<file path="config.mk">
export PLATFORM = sky130hd
export DESIGN_NAME = ir_packet_receiver
export DESIGN_NICKNAME = d
export VERILOG_FILES = /design/src/rtl/ir_packet_receiver.sv
export SDC_FILE = /design/constraint.sdc
export NUM_CORES = 1
export LEC_CHECK = 0
export CORE_UTILIZATION = 56
export CTS_CLUSTER_SIZE = 25
export DETAILED_ROUTE_END_ITERATION = 10
export DONT_BUFFER_PORTS = 1
export GPL_ROUTABILITY_DRIVEN = 0
export PLACE_DENSITY = 0.74
export SLEW_MARGIN = 10
export SYNTH_ARGS = -nofsm -noshare
export SYNTH_HDL_FRONTEND = slang
export SYNTH_SLANG_ARGS = --single-unit
</file>
<file path="constraint.sdc">
create_clock -name CLK -period 4.3 [get_ports CLK]
set_input_delay 1.075 -clock CLK [delete_from_list [all_inputs] [get_ports CLK]]
set_output_delay 1.075 -clock CLK [all_outputs]
set_load 0.01 [all_outputs]
</file>
<file path="src/rtl/ir_packet_receiver.sv">
// IR packet receiver: start, car-select and four command marks decoded into COMMAND_OUT; IR_RX_ERRCNT_EN adds an error counter at 0x92.
// Latency: 1 cycle from the synchronized final falling edge; no backpressure (pulses are fire-and-forget, bus data registered).
module ir_packet_receiver #(
  parameter int CLOCK_RATIO    = 1250,
  parameter int START_BURST    = 88,
  parameter int CARSEL_BURST   = 22,
  parameter int GAP            = 40,
  parameter int ASSERT_BURST   = 44,
  parameter int DEASSERT_BURST = 22,
  parameter int TOL            = 6
) (
  input  logic       CLK,
  input  logic       RST,
  input  logic       IR_IN,
  input  logic [7:0] ADDR_IN,
  input  logic       BUS_RE,
  output logic [7:0] DATA_OUT,
  output logic [3:0] COMMAND_OUT,
  output logic       CMD_VALID,
  output logic       PKT_ERR
);

  localparam int PW = (CLOCK_RATIO > 1) ? $clog2(CLOCK_RATIO) : 1;
  localparam logic [PW-1:0] PRESC_MAX = PW'(CLOCK_RATIO - 1);
  localparam int MARK_MAX  = START_BURST + TOL;
  localparam int SPACE_MAX = GAP + TOL;

  typedef enum logic [1:0] {
    IDLE  = 2'd0,
    MARK  = 2'd1,
    SPACE = 2'd2
  } state_t;

  logic          ir_s1, ir_s2, ir_d;
  logic          ir_rise, ir_fall, ir_edge;
  logic [PW-1:0] presc;
  logic          tick;
  logic [7:0]    width, width_nxt;
  state_t        state;
  logic [2:0]    field;
  logic [3:0]    cmd_sr;
  logic          wait_low;
  logic          new_flag;
  logic          hit1, hit0, mark_ok, space_ok, mark_over, space_over;
  logic          rd_cmd;

  function automatic logic near(input logic [7:0] w, input int len);
    int d;
    d = int'(w) - len;
    return (d >= -TOL) && (d <= TOL);
  endfunction

  always_ff @(posedge CLK) begin
    if (!RST) begin
      ir_s1 <= 1'b0;
      ir_s2 <= 1'b0;
      ir_d  <= 1'b0;
    end else begin
      ir_s1 <= IR_IN;
      ir_s2 <= ir_s1;
      ir_d  <= ir_s2;
    end
  end

  assign ir_rise = ir_s2 & ~ir_d;
  assign ir_fall = ~ir_s2 & ir_d;
  assign ir_edge = ir_rise | ir_fall;
  assign tick    = (presc == PRESC_MAX);

  always_ff @(posedge CLK) begin
    if (!RST) begin
      presc <= '0;
    end else if (ir_edge || tick) begin
      presc <= '0;
    end else begin
      presc <= presc + 1'b1;
    end
  end

  // width_nxt already counts a tick landing in this cycle, so an edge sees the full width
  always_comb begin
    width_nxt = width;
    if (tick && (width != 8'hFF)) begin
      width_nxt = width + 8'd1;
    end
  end

  always_ff @(posedge CLK) begin
    if (!RST) begin
      width <= 8'd0;
    end else if (ir_edge) begin
      width <= 8'd0;
    end else begin
      width <= width_nxt;
    end
  end

  always_comb begin
    hit1 = near(width_nxt, ASSERT_BURST);
    hit0 = near(width_nxt, DEASSERT_BURST);
    case (field)
      3'd0:    mark_ok = near(width_nxt, START_BURST);
      3'd1:    mark_ok = near(width_nxt, CARSEL_BURST);
      default: mark_ok = hit1 ^ hit0;
    endcase
    space_ok   = near(width_nxt, GAP);
    mark_over  = tick && (int'(width_nxt) > MARK_MAX);
    space_over = tick && (int'(width_nxt) > SPACE_MAX);
  end

  always_ff @(posedge CLK) begin
    if (!RST) begin
      state       <= IDLE;
      field       <= 3'd0;
      cmd_sr      <= 4'd0;
      wait_low    <= 1'b0;
      COMMAND_OUT <= 4'd0;
      CMD_VALID   <= 1'b0;
      PKT_ERR     <= 1'b0;
    end else begin
      CMD_VALID <= 1'b0;
      PKT_ERR   <= 1'b0;
      case (state)
        IDLE: begin
          // an aborted packet may still hold IR high; never re-decode its tail
          if (wait_low) begin
            if (!ir_s2) wait_low <= 1'b0;
          end else if (ir_rise) begin
            state <= MARK;
            field <= 3'd0;
          end
        end
        MARK: begin
          if (ir_fall) begin
            if (!mark_ok) begin
              PKT_ERR  <= 1'b1;
              state    <= IDLE;
              field    <= 3'd0;
              wait_low <= 1'b1;
            end else if (field == 3'd5) begin
              COMMAND_OUT <= {hit1, cmd_sr[3:1]};
              CMD_VALID   <= 1'b1;
              state       <= IDLE;
              field       <= 3'd0;
            end else begin
              if (field >= 3'd2) cmd_sr <= {hit1, cmd_sr[3:1]};
              state <= SPACE;
            end
          end else if (mark_over) begin
            PKT_ERR  <= 1'b1;
            state    <= IDLE;
            field    <= 3'd0;
            wait_low <= 1'b1;
          end
        end
        SPACE: begin
          if (ir_rise) begin
            if (space_ok) begin
              field <= field + 3'd1;
              state <= MARK;
            end else begin
              PKT_ERR  <= 1'b1;
              state    <= IDLE;
              field    <= 3'd0;
              wait_low <= 1'b1;
            end
          end else if (space_over) begin
            PKT_ERR  <= 1'b1;
            state    <= IDLE;
            field    <= 3'd0;
            wait_low <= 1'b1;
          end
        end
        default: begin
          state <= IDLE;
          field <= 3'd0;
        end
      endcase
    end
  end

  assign rd_cmd = BUS_RE && (ADDR_IN == 8'h91);

  always_ff @(posedge CLK) begin
    if (!RST) begin
      new_flag <= 1'b0;
    end else if (CMD_VALID) begin
      new_flag <= 1'b1;
    end else if (rd_cmd) begin
      new_flag <= 1'b0;
    end
  end

`ifdef IR_RX_ERRCNT_EN
  logic       rd_err;
  logic [3:0] err_cnt;

  assign rd_err = BUS_RE && (ADDR_IN == 8'h92);

  always_ff @(posedge CLK) begin
    if (!RST) begin
      err_cnt <= 4'd0;
    end else if (rd_err) begin
      err_cnt <= PKT_ERR ? 4'd1 : 4'd0;
    end else if (PKT_ERR && (err_cnt != 4'hF)) begin
      err_cnt <= err_cnt + 4'd1;
    end
  end

  always_ff @(posedge CLK) begin
    if (!RST) begin
      DATA_OUT <= 8'h00;
    end else if (rd_cmd) begin
      DATA_OUT <= {new_flag, 3'b000, COMMAND_OUT};
    end else if (rd_err) begin
      DATA_OUT <= {4'h0, err_cnt};
    end else begin
      DATA_OUT <= 8'h00;
    end
  end
`else
  always_ff @(posedge CLK) begin
    if (!RST) begin
      DATA_OUT <= 8'h00;
    end else if (rd_cmd) begin
      DATA_OUT <= {new_flag, 3'b000, COMMAND_OUT};
    end else begin
      DATA_OUT <= 8'h00;
    end
  end
`endif

endmodule

</file>
; ---- Word level (Yosys, flattened, before mapping)
; Cells that the tools add are included.
[classes]
magnitude_cmp = 11
bitwise = 8
reduce_logical = 22
n_eq_ne = 14
n_mux = 41
n_addsub = 7
[ops]
columns = operator, n
row1 = $ge A9 B4 Y1 const B, 4
row2 = $le A9 B4 Y1 const B, 4
row3 = $mux W3, 9
row4 = $mux W1, 18
row5 = $sub A8 B6 Y9 const B, 2
row6 = $mux W2, 8
row7 = $reduce_and A5 Y1, 3
row8 = $ne A3 B3 Y1 const B, 4
row9 = $reduce_and A4 Y1, 3
row10 = $add A11 B1 Y11 const B, 1
row11 = $eq A11 B11 Y1 const B, 1
row12 = $pmux W3 S3, 1
row13 = $sub A8 B5 Y9 const B, 1
row14 = $sub A8 B7 Y9 const B, 1
row15 = $add A8 B1 Y8 const B, 1
row16 = $eq A8 B8 Y1 const B, 1
row17 = $gt A8 B6 Y1 const B, 1
row18 = $gt A8 B7 Y1 const B, 1
row19 = $logic_and A1 B1 Y1, 8
row20 = $mux W8, 1
row21 = $ne A8 B8 Y1 const B, 1
row22 = $pmux W2 S3, 1
row23 = $ne A2 B2 Y1 const B, 2
row24 = $ne A4 B4 Y1 const B, 1
row25 = 19 further kinds, 25
[word_totals]
reg_bits = 47
in_bits = 12

; ---- Logic depth before layout (Yosys ltp)
[logic_depth]
ltp_word = 11
ltp_mapped = 13

; ---- Least setup slack after synthesis
; Ideal clock, no wire load.
[synth_path]
kind = register -> register
start = register presc[0]
end = register wait_low
arrival_ns = 2.967
setup_slack_ns = 1.217
stages_incl_launch_ff = 11
path_cell_list = dfxtp_1 -> ha_1 -> or4b_1 -> buf_2 -> nor4_2 -> mux2i_1 -> a211oi_1 -> or3b_2 -> o22a_1 -> nor3b_1 -> a41o_1
[synth_between]
elab_chain_len = 10
elab_cells_between_ends = 30
classes_between = add/sub (4) / order compare (10) / eq/ne (5) / mux (2) / bitwise (1) / reduce/logical (8)
[synth_rtl]
columns = element, line_no
row1 = start: declaration, 36  ; logic [PW-1:0] presc;
row2 = start signal: assignment, 76  ; presc <= presc + 1'b1;
row3 = $eq A11 B11 Y1 (*), 68  ; assign tick = (presc == PRESC_MAX);
row4 = $logic_and A1 B1 Y1, 83  ; if (tick && (width != 8'hFF)) begin
row5 = $mux W8, 83
row6 = $sub A8 B6 Y9 or $sub A8 B5 Y9 (tied branches), 49  ; d = int'(w) - len;
row7 = $ge A9 B4 Y1 or $le A9 B4 Y1 (tied branches), 50  ; return (d >= -TOL) && (d <= TOL);
row8 = $logic_and A1 B1 Y1, 50
row9 = $xor A1 B1 Y1, 104  ; default: mark_ok = hit1 ^ hit0;
row10 = $pmux W1 S2, 101  ; case (field)
row11 = $ne A3 B3 Y1 (no source line), --
row12 = $reduce_and A5 Y1 (no source line) (*), --
row13 = end signal: assignment, 116  ; wait_low <= 1'b0;
row14 = end signal: assignment, 127  ; if (!ir_s2) wait_low <= 1'b0;
row15 = end signal: assignment, 139  ; wait_low <= 1'b1;
row16 = end: declaration, 42  ; logic wait_low;
; Mark *: on every way between the ends. The rest lies on a longest branch, timed or not.
; A chain may end at the register's enable or synchronous reset.

; ---- Worst setup path in the final report
; Ends and elaborated chain as after synthesis.

==> flow_summary.yaml <==
run_status:
  status: "finished clean"
synth:
  synth.area.top_cells: "dfxtp_1 (33%), ha_1 (6.3%), mux2i_1 (5.4%)"
  yosysTopAreaCellShare: 0.334
  yosysSeqAreaShare: 0.334
  synth_ff_type: "dfxtp_1"
  synthArstFlopShare: 0
  yosys_warnings: 0
  synth_edf_count: 0
  synth_cell_types: 62
  synth-seq-cells: 43
  synth_area_um2: 2580
  netlist_instances: 298
  syn_avg_cell_area_um2: 8.65
  yosysTopAreaCell: "dfxtp_1"
worst_setup_path:
  arrival_ns: 3.72
  crit_type: "flip-flop to flip-flop"
  start_kind: "flip-flop"
  end_kind: "flip-flop"
  critPathRequiredTime_ns: 4.50
  reg2reg_from: "presc[0]"
  r2r-end: "wait_low"
  r2r_cells: 10
  ff2ff_setup_slack_ns: 0.79
  cp_max_fo: 9
cells_and_area:
  drive_above_1_share: 0.0952
  fillCellCount: 387
  fin_util: 0.609
  final_cell_mix: "dfxtp_1 (43), nand2_1 (36), nor2_1 (32)"
  final_nets: 318
  area_growth_pct: 3.69
  fin_cells: 346
  final_common_cell: "dfxtp_1"
  multiInputGateArea_um2: 1610
  seq_area_um2: 861
  insertedDiodeCount: 0
clock_network:
  cts_buffer_depth: 2
  clkLatencyLatePin_ns: 0.31
  cts_resized: 0
  path_clk_slew_ns: 0.09
  cts_made_buffers: 5
  hold_buffers: 0
  clockRootBuffer: "clkbuf_8"
  htree_num_levels: 2
  post-cts-setup-buffers: 0
  cts_sinks: 43
  cts_tree: "built"
placement:
  pre_cts_ws_ns: 0.853
  dpl.cell_count: 338
  io_buffers: 0
  dpl.hpwl_um: 3600
global_route:
  gr-total-overflow: 0
  grt_usage: 0.210
  grt_pass1_vias: 1876
  grt_max_degree: 33
  grt_pass1_wl_um: 8320
  antenna_found_initial: 0
routing:
  ant_nets: 0
  wl_um: 4930
  detail_route.wl_per_cell_um: 14.2
  viasPerCell: 5.94
  dr.pass1.iters: 4
  drt_first_iter_violations: 198
  vias: 2054
  drc: 0
timing:
  worst_slack_ns: 0.788
  whs_ns: 0.442
  grt_setup_unrepaired: "no"
  finalSetupViolCount: 0
  finalMaxSlewViolations: 0
  period_needed_ns: 3.51
  worst_pin_slew_ns: 0.821
  period_share: 0.817
  tns_ns: 0
  slew_headroom: 0.445
  fmaxAchievable_ghz: 0.285
  finalHoldViolations: 0
  skew_ns: 0.0101
power_and_ir_drop:
  p_leak_nw: 0.942
  power_per_cell_area_nw_per_um2: 278
  internal_power_mw: 0.548
  seqPwrFrac: 0.552
  switching_power_mw: 0.195
  peakVddDrop_mv: 0.287
  switching_share: 0.263
  combPwrFrac: 0.074
  p_clk_frac: 0.373
floorplan:
  initial_core_util: 0.588
  dieArea_um2: 4880
  ioPinCount: 26
  chipHeight_um: 69.8
  die_w_um: 69.8
  num_rows: 24
  core_um2: 4380
worst_hold_path:
  min_to: "ir_s2"
  hold_depth: 1
  hold_class: "flip-flop to flip-flop"
  min-delay-start: "ir_s1"
job:
  maxCapViolCount: 0
flip-flops by register name (all words and copies together), names as in the netlist:
register     flops
PKT_ERR          1
ir_s1            1
COMMAND_OUT      4
field            3
ir_s2            1
width            8
presc           11
new_flag         1
wait_low         1
DATA_OUT         5
ir_d             1
cmd_sr           3
state            2
CMD_VALID        1
synth_stat cells, types with 2 or more instances:
library cell,count
dfxtp_1,43
nand2_1,36
nor2_1,32
mux2i_1,14
nand3_1,14
ha_1,13
and3_1,10
inv_1,10
and2_1,9
clkbuf_1,9
nand4_1,8
xor2_1,7
nor3_1,6
xnor2_1,6
o21ai_0,5
a21oi_1,4
mux2_2,4
a31oi_1,3
buf_4,3
nand4b_1,3
nor4_1,3
o21a_1,3
a211oi_1,2
a41oi_1,2
nand2b_1,2
nand4_2,2
nor2_4,2
nor2b_1,2
nor4_4,2
nor4b_1,2
o21bai_1,2
o2bb2ai_1,2
o31a_1,2
o31ai_1,2
o32ai_1,2
cell families after synthesis:
group / synth area share
simple gates: 0.313
flops: 0.334
compound gates: 0.129
buf+inv: 0.0427
mux: 0.0719
fa+ha+maj: 0.0631
xor+xnor: 0.0442
other cells: 0.00146
worst max path at each step:
| stage | start | to | slack (ns) | cells after the start |
|---|---|---|---|---|
| 2_1_floorplan | presc[0] | wait_low | 1.22 | 10 |
| 3_3_place_gp | presc[0] | COMMAND_OUT[2] | 0.88 | 10 |
| 3_5_place_dp | presc[0] | COMMAND_OUT[2] | 0.85 | 10 |
| 4_1_cts | presc[0] | COMMAND_OUT[3] | 0.83 | 10 |
| 5_1_grt | presc[0] | wait_low | 0.51 | 10 |
| 6_report | presc[0] | wait_low | 0.79 | 10 |
power by group through the flow:
stage	Clock (mW)	Sequential (mW)	Combinational, mW
after floorplan	0	0.419	0.0521
after CTS	0.283	0.411	0.0548
after global routing	0.298	0.412	0.0641
final	0.277	0.410	0.0552
after detailed placement	0	0.420	0.0550
after global placement	0	0.419	0.0550
cell type report:
type,instances,share of cell area
Tap cell,52,0.0244
Clock buffer,5,0.0258
Inverter,10,0.0141
Clock inverter,3,0.00984
Multi-Input combinational cell,233,0.604
Sequential cell,43,0.322
critical path, stage by stage (launching register included):
cell and delay [ns]:
dfxtp_1 0.40, ha_1 0.16, or4b_1 0.59, or3_1 0.54, nor4_1 0.50, nor2_1 0.11
a21oi_1 0.24, o22a_1 0.28, nor3b_1 0.27, a31oi_1 0.12, a41o_1 0.21
metal layers:
metal	part of all wire	vias up	GRT usage
met5	0	-	0
met4	0.020	0	0.0733
met3	0.048	10	0.0422
met2	0.43	61	0.321
met1	0.50	932	0.295
li1	-	1051	-
per-stage QoR:
stage	area, µm²	power [mW]
final	2670	0.743
after global routing	2670	0.774
after CTS	2670	0.748
after detailed placement	2580	0.475
after global placement	2580	0.474
after floorplan	2580	0.471
(Power assumes the default switching activity.)
